--- config.mk ---
export PLATFORM = sky130hd
export DESIGN_NAME = instr_sequencer_flat
export DESIGN_NICKNAME = d
export VERILOG_FILES = /design/src/rtl/instr_sequencer_if.sv /design/src/rtl/instr_sequencer.sv /design/src/flat_wrapper.sv
export SDC_FILE = /design/constraint.sdc
export NUM_CORES = 1
export LEC_CHECK = 0
export ABC_AREA = 1
export CAP_MARGIN = 10
export CORE_ASPECT_RATIO = 0.9
export CORE_MARGIN = 2
export CORE_UTILIZATION = 35
export DETAILED_ROUTE_END_ITERATION = 10
export PLACE_DENSITY_LB_ADDON = 0.15
export SYNTH_ARGS = -nofsm -noshare
export SYNTH_HDL_FRONTEND = slang
export SYNTH_SLANG_ARGS = --single-unit
--- constraint.sdc ---
create_clock -name clk -period 7.8 [get_ports clk]
set_input_delay 0.78 -clock clk [delete_from_list [all_inputs] [get_ports clk]]
set_output_delay 0.78 -clock clk [all_outputs]
set_load 0.1 [all_outputs]
--- src/rtl/instr_sequencer_if.sv ---
`default_nettype none
// ============================================================================
//  Module      : instr_sequencer_if
//  Description : Instruction ROM bus between the sequencer and its program ROM.
//  Revision    : 1.0 - initial release
// ============================================================================
interface instr_sequencer_if;
    logic [4:0]  address;
    logic [22:0] code;

    modport master (output address, input code);
    modport slave  (input address, output code);
endinterface
`default_nettype wire

--- src/rtl/instr_sequencer.sv ---
`default_nettype none
// ============================================================================
//  Module      : instr_sequencer
//  Description : Multi-cycle FETCH/DECODE/EXEC sequencer with an 8x16 register file.
//  Revision    : 1.0 - initial release
// ============================================================================
module instr_sequencer (
    input  logic               clk,
    input  logic               rst_n,
    input  logic               run,
    instr_sequencer_if.master  rom,
    input  logic [2:0]         rd_sel,
    output logic [15:0]        rd_data,
    output logic [2:0]         state,
    output logic               done,
    output logic               illegal,
    output logic               carry
);

    typedef enum logic [2:0] {
        S_IDLE   = 3'b000,
        S_FETCH  = 3'b001,
        S_DECODE = 3'b010,
        S_EXEC   = 3'b011,
        S_HALT   = 3'b100
    } state_t;

    localparam logic [3:0] c_OP_HALT = 4'b0000;
    localparam logic [3:0] c_OP_LOAD = 4'b0001;
    localparam logic [3:0] c_OP_MOV  = 4'b0010;
    localparam logic [3:0] c_OP_ADD  = 4'b0011;

    state_t      r_state;
    logic [4:0]  r_pc;
    logic [22:0] r_ir;
    logic [15:0] r_regs [8];
    logic        r_done;
    logic        r_illegal;
    logic        r_carry;

    logic [3:0]  w_op;
    logic [2:0]  w_rx;
    logic [2:0]  w_ry;
    logic [15:0] w_imm;
    logic [16:0] w_sum;

    assign w_op  = r_ir[22:19];
    assign w_rx  = r_ir[18:16];
    assign w_ry  = r_ir[15:13];
    assign w_imm = r_ir[15:0];
    // Operands come from the pre-edge register values, so Rx=Ry reads the old value.
    assign w_sum = {1'b0, r_regs[w_rx]} + {1'b0, r_regs[w_ry]};

    always_ff @(posedge clk or negedge rst_n) begin
        if (!rst_n) begin
            r_state   <= S_IDLE;
            r_pc      <= '0;
            r_ir      <= '0;
            r_done    <= 1'b0;
            r_illegal <= 1'b0;
            r_carry   <= 1'b0;
            for (int i = 0; i < 8; i++) begin
                r_regs[i] <= '0;
            end
        end else begin
            case (r_state)
                S_IDLE: begin
                    if (run) begin
                        r_state <= S_FETCH;
                    end
                end
                S_FETCH: begin
                    r_state <= S_DECODE;
                end
                S_DECODE: begin
                    r_ir <= rom.code;
                    if (rom.code[22:19] == c_OP_HALT) begin
                        r_state <= S_HALT;
                        r_done  <= 1'b1;
                    end else begin
                        r_state <= S_EXEC;
                    end
                end
                S_EXEC: begin
                    case (w_op)
                        c_OP_LOAD: r_regs[w_rx] <= w_imm;
                        c_OP_MOV:  r_regs[w_rx] <= r_regs[w_ry];
                        c_OP_ADD: begin
                            r_regs[w_rx] <= w_sum[15:0];
                            r_carry      <= w_sum[16];
                        end
                        default:   r_illegal <= 1'b1;
                    endcase
                    r_pc    <= r_pc + 5'd1;
                    r_state <= S_FETCH;
                end
                S_HALT: begin
                    if (!run) begin
                        r_state <= S_IDLE;
                        r_pc    <= '0;
                        r_done  <= 1'b0;
                    end
                end
                default: begin
                    r_state <= S_IDLE;
                end
            endcase
        end
    end

    assign rom.address = r_pc;
    assign rd_data     = r_regs[rd_sel];
    assign state       = r_state;
    assign done        = r_done;
    assign illegal     = r_illegal;
    assign carry       = r_carry;

endmodule
`default_nettype wire

--- src/flat_wrapper.sv ---
// flat-port wrapper written by rule: the top's interface ports become plain ports
module instr_sequencer_flat 
  (clk, rst_n, run, rd_sel, rd_data, state, done, illegal, carry, rom_address, rom_code);
  instr_sequencer_if rom_i ();
  input  logic clk;
  input  logic rst_n;
  input  logic run;
  input  logic [2:0] rd_sel;
  output logic [15:0] rd_data;
  output logic [2:0] state;
  output logic done;
  output logic illegal;
  output logic carry;
  output wire logic [$bits(rom_i.address)-1:0] rom_address;
  input wire logic [$bits(rom_i.code)-1:0] rom_code;
  assign rom_address = rom_i.address;
  assign rom_i.code = rom_code;
  instr_sequencer u_core (.clk(clk), .rst_n(rst_n), .run(run), .rom(rom_i), .rd_sel(rd_sel), .rd_data(rd_data), .state(state), .done(done), .illegal(illegal), .carry(carry));
endmodule
==> qor.yml, run 1 <==
outcome:
  status: "complete, no violations"
logic_synthesis:
  syn-num-nets: 2639
  synth.top_cell.area_share_pct: 26.93
  synth_edf_count: 0
  synth_top_cell_by_area: "dfrtp_1"
  synth_area_leaders: "dfrtp_1, nand2_1, nand3_1"
  synth_area_per_cell_um2: 5.807
  syn_area_um2: 15050
  ys_ff_latch: 162
  synth.distinct_cells: 40
  synth-main-ff-cell: "dfrtp_1"
  synth-async-reset-ratio_pct: 100.0
  ys_seq_area_share_pct: 26.93
  synth_common_cells: "nand2_1, nand3_1, inv_1"
  yosysWarnings: 0
  synth_cells: 2592
  synth.most_common_cell: "nand2_1"
global_route:
  track_usage_pct: 28.44
  grt_pass1_vias: 16060
  grt_pass1_wl_mm: 96.81
  grt_max_degree: 130
  overflow: 0
  antenna_found_initial: 0
placed_design:
  dpl.hpwl_mm: 37.89
  place.gp.congestion: 0.8851
  portBuffers: 55
  dpl.cell_count: 3070
  place_ws_ns: 2.924
layout:
  nFillCells: 4692
  finalNetCount: 2581
  final_cells: 3102
  regArea_um2: 4055
  antenna_cells: 0
  multi_input_area_um2: 9151
  area_growth_pct: 9.959
  drive_gt1_share_pct: 4.554
setup_path:
  crit_type: "primary input to output port"
  cpPeakStageDelay_ns: 1.25
  crit_path_start_kind: "primary input"
  cp.buffers_inverters: 4
  critPathArrivalTime_ns: 4.17
  critPathTopFamily: "buffers and inverters"
  endpoint_kind: "output port"
  cp_slowest_cell: "clkdlybuf4s50_1"
  crit_chain: "clkdlybuf4s50_1 > buf_4 > inv_2 > a21oi_1 > a221oi_1 > a31oi_1 > clkdlybuf4s50_1"
  path_common_cell: "clkdlybuf4s50_1"
  rr_startpoint: "u_core.r_ir[17]"
  critPathRequiredTime_ns: 7.02
  rr_worst_depth: 19
  cp.depth: 7
  r2r_setup_slack_ns: 3.25
  crit_fanout: 46
cts:
  ctsHoldBuffers: 0
  clk_latency_ns: 0.51
  cts-resized-gates: 0
  clk_path_buf_depth: 2
  clockRootBuffer: "clkbuf_16"
  cts_setup_buffers: 0
  cts_tree: "built"
  cts_sinks: 162
  ctsHtreeMaxLevel: 4
  path_clk_slew_ns: 0.07
  cts_buffers: 17
drt:
  drt_wl_total_mm: 63.24
  ant_nets: 0
  met3_length_mm: 6.496
  drt-initial-drc-count: 2376
  drc: 0
  route.met2.wl_mm: 26.45
  dr.pass1.iters: 6
  avgViaCountPerCell: 5.681
  avgRoutedWirePerCell_um: 20.39
  num_vias: 17620
  maxUsedRoutingLayer: "met4"
  drt-met1-wl_mm: 27.77
sta:
  hold_slack_ns: 0.2296
  slew_viol_final: 0
  hold_viol: 0
  setup-tns-final_ns: 0
  fin_skew_ns: 0.01851
  finalSetupViolCount: 0
  timing.fmax_ghz: 0.2022
  worst_pin_slew_ns: 1.197
  post-route-period-util_pct: 63.41
  relSlewSlack_pct: 20.22
  min_period_ns: 4.946
  final.setup.worst_slack_ns: 2.854
  rsz0062_at_grt: "false"
die:
  ios: 56
  die_h_um: 200.7
  die_w_um: 222.6
  coreArea_um2: 42700
  start_util_pct: 35.25
  dieArea_um2: 44680
  row_count: 72
job:
  maxCapViolations: 0
min_path:
  hold_path_class: "primary input to asynchronous set/reset pin"
routing by layer:
layer  global-route usage (%)  vias to the layer above
met1                    39.25                     8168
li1                         -                     8363
met4                    11.70                        0
met5                        0                        -
met2                    42.50                      933
met3                    6.835                      158
cell type report:
type,instances,share of cell area [%]
Clock inverter,13,0.7711
Inverter,323,7.356
Multi-Input combinational cell,1933,55.29
Tap cell,555,4.196
Timing Repair Buffer,97,5.209
Sequential cell,162,24.50
Clock buffer,19,2.676
worst reg2reg max path, stage by stage, from the launching register on:
cell and delay [ns]:
dfrtp_1 0.60, nor2_1 0.15, nand2_2 0.08, buf_4 0.60, inv_2 0.23, a221oi_1 0.39
o2111ai_1 0.18, ha_1 0.29, inv_1 0.09, fa_1 0.22, inv_1 0.07, nand3_1 0.06
nand3_1 0.19, a21oi_1 0.51, nand2_1 0.35, nand3_1 0.18, nand3_1 0.09, nand3_1 0.12
nand2_1 0.05, inv_1 0.05
placed cells by master (no fill, tap or decap), drive strengths merged, types with 2 or more instances in the layout:
cell	n
clkdlybuf4s50	53
or2	2
a221oi	29
xor2	3
nand3	330
nor3	10
nand2	834
ha	17
o22ai	31
clkinvlp	2
buf	44
o211ai	64
o21ai	271
o2111ai	6
inv	325
nor2	163
clkinv	8
nand4	6
or4	4
a21oi	133
dfrtp	162
clkbuf	19
a31oi	16
a22oi	6
kinds of logic (layout without fill, tap and decap cells):
logic type / Yosys count / after routing / synth area share (%)
flops: 162 / 162 / 26.93
buf+inv: 497 / 452 / 12.95
simple gates: 1352 / 1352 / 37.07
xor+xnor: 4 / 4 / 0.2328
compound gates: 559 / 559 / 21.27
fa+ha+maj: 18 / 18 / 1.546
stage by stage:
stage	util, %	cell area [µm²]
after detailed placement	37.42	15980
final	38.76	16550
after global placement	37.42	15980
after global routing	38.76	16550
after CTS	38.76	16550
after floorplan	-	15050
how the worst max path moves through the flow:
stage	start	to	slack, ns
6_report	rd_sel[1]	rd_data[5]	2.85
5_1_grt	rd_sel[1]	rd_data[5]	2.78
4_1_cts	rd_sel[1]	rd_data[5]	2.91
3_5_place_dp	rd_sel[1]	rd_data[5]	2.92
3_3_place_gp	rd_sel[1]	rd_data[13]	2.99
2_1_floorplan	rd_sel[1]	rd_data[0]	3.89
Power of run 1 is not shown: default switching activity piles up to over one toggle a cycle in this logic, so the estimate is an artifact.
==> run 2: changes to the inputs <==
==> constraint.sdc (replaced) <==
create_clock -name clk -period 4 [get_ports clk]
set_input_delay 0.4 -clock clk [delete_from_list [all_inputs] [get_ports clk]]
set_output_delay 0.4 -clock clk [all_outputs]
set_load 0.1 [all_outputs]
==> qor.yml, run 2 (same netlist as run 1, synthesis figures left out) <==
setup_path:
  rr_worst_depth: 18  # -1
  crit_chain: "nand3_2 > inv_2 > a221oi_1 > o2111ai_1 > ha_1 > inv_1 > fa_1 > inv_1 > nand3_1 > nand3_1 > a21oi_1 > buf_4 > or2_2 > nand3_1 > nand3_1 > nand3_1 > nand2_1 > inv_1"
  path_common_cell: "nand3_1"
  r2r_setup_slack_ns: 0.21  # -3.04 ns
  crit_type: "flip-flop to flip-flop"
  cpPeakStageDelay_ns: 0.61  # -0.64 ns
  cp-startpoint: "u_core.r_ir[17]"
  rr_startpoint: "u_core.r_ir[17]"
  endpoint_kind: "flip-flop"
  crit_path_start_kind: "flip-flop"
  cp_slowest_cell: "dfrtp_1"
  critPathArrivalTime_ns: 4.20  # +0.03 ns
  critPathRequiredTime_ns: 4.41  # -2.61 ns
  crit_fanout: 11  # -76%
global_route:
  antenna_found_initial: 0  # unchanged
  overflow: 0  # unchanged
  grt_pass1_vias: 16710  # +4.0%
  track_usage_pct: 29.69  # +1.3 points
  grt_pass1_wl_mm: 102.1  # +5.4%
  grt_max_degree: 129  # -0.77%
cts:
  clk_latency_ns: 0.47  # -0.04 ns
  clk_path_buf_depth: 2  # unchanged
  cts_tree: "built"
  cts_sinks: 162  # unchanged
  clockRootBuffer: "clkbuf_16"
  cts-resized-gates: 0  # unchanged
  cts_buffers: 17  # unchanged
  ctsHtreeMaxLevel: 4  # unchanged
  ctsHoldBuffers: 0  # unchanged
  cts_setup_buffers: 0  # unchanged
  path_clk_slew_ns: 0.08  # about the same
sta:
  setup-tns-final_ns: 0  # unchanged
  fin_skew_ns: 0.01549  # -0.003015 ns
  hold_slack_ns: 0.007129  # -0.2225 ns
  slew_viol_final: 0  # unchanged
  timing.fmax_ghz: 0.2636
  worst_pin_slew_ns: 1.241  # +0.04416 ns
  post-route-period-util_pct: 94.83
  rsz0062_at_grt: "false"
  min_period_ns: 3.793
  hold_viol: 0  # unchanged
  relSlewSlack_pct: 16.96  # -3.3 points
  finalSetupViolCount: 0  # unchanged
layout:
  layout_common_cells: "nand2_1, nand3_1, inv_1"
  final_common_cell: "nand2_1"
  drive_gt1_share_pct: 7.225  # +2.7 points
  area_growth_pct: 14.98
  post-route-util_pct: 40.53  # +1.8 points
  antenna_cells: 0  # unchanged
  finish.instance_area_um2: 17310  # +4.6%
  finalNetCount: 2636  # +2.1%
drt:
  num_vias: 18090  # +2.6%
  ant_nets: 0  # unchanged
  avgRoutedWirePerCell_um: 21.01  # +3.1%
  dr.pass1.iters: 6  # unchanged
  drt-initial-drc-count: 2149  # -9.6%
  drt_wl_total_mm: 66.34  # +4.9%
  avgViaCountPerCell: 5.729  # +0.85%
  drc: 0  # unchanged
die:
  die_w_um: 222.6  # unchanged
  dieArea_um2: 44680  # unchanged
  coreArea_um2: 42700  # unchanged
  row_count: 72  # unchanged
  ios: 56  # unchanged
  start_util_pct: 35.25  # unchanged
  die_h_um: 200.7  # unchanged
outcome:
  status: "complete, no violations"
job:
  maxCapViolations: 0  # unchanged
placed_design:
  portBuffers: 55  # unchanged
  dpl.hpwl_mm: 42.78  # +13%
  place_area_um2: 16740  # +4.7%
  place.gp.congestion: 0.9314  # +5.2%
min_path:
  hold_path_class: "primary input to asynchronous set/reset pin"
[run 2: changes by cell type in the layout (fill, tap and decap cells not counted)]
cell	before	now
buf_12	0	31
buf_4	42	82
clkbuf_1	1	0
clkdlybuf4s50_1	53	37
clkinv_2	2	3
clkinvlp_4	2	3
inv_4	0	1
inv_6	4	3
inv_8	1	0
[run 2: layout make-up]
type	instances	area [µm²]
multi-input combinational	1933	9151
sequential	162	4055
timing repair buffer	152	1623
fill	4604	25390
clock inverter	14	128.9
tap	555	694.4
clock buffer	18	439.2
inverter	323	1215
[run 2: worst min path at each step]
stage | end | slack (ns) | startpoint | cells past startpoint
finish | asynchronous set/reset pin | 0.007 | rst_n | 1
global route | u_core.rom.address[4] | 0.05 | rst_n | 1
CTS | asynchronous set/reset pin | 0.03 | rst_n | 1
detailed placement | u_core.illegal | 0.44 | u_core.illegal | 1
global placement | u_core.r_ir[22] | 0.46 | u_core.r_ir[22] | 2
floorplan | asynchronous set/reset pin | 0.10 | rst_n | 0
[run 2: routing by layer]
layer	up-vias	wire (µm)	GRT usage (%)	share of wire, %
li1	8460	-	-	-
met1	8478	29240	41.99	44
met2	1007	28550	45.40	43
met3	142	6647	5.547	10
met4	0	1902	9.947	2.9
met5	-	0	0	0
[run 2: critical path, delay by kind of cell (launching register included)]
family | cells | cell delay, ns
AND/OR/NAND/NOR | 8 | 1.24
buffers and inverters | 5 | 0.75
adder cells (fa/ha/maj) | 2 | 0.75
flip-flops | 1 | 0.61
AO/OA/AOI/OAI | 3 | 0.34
[run 2: metrics by stage]
step / std cells / setup WS, ns
after floorplan: 2592 / 0.8233
after global placement: 3125 / 0.2918
after detailed placement: 3125 / 0.2833
after CTS: 3157 / 0.2444
after global routing: 3157 / 0.002421
final: 3157 / 0.2069
Power of run 2 is left out for the same reason.
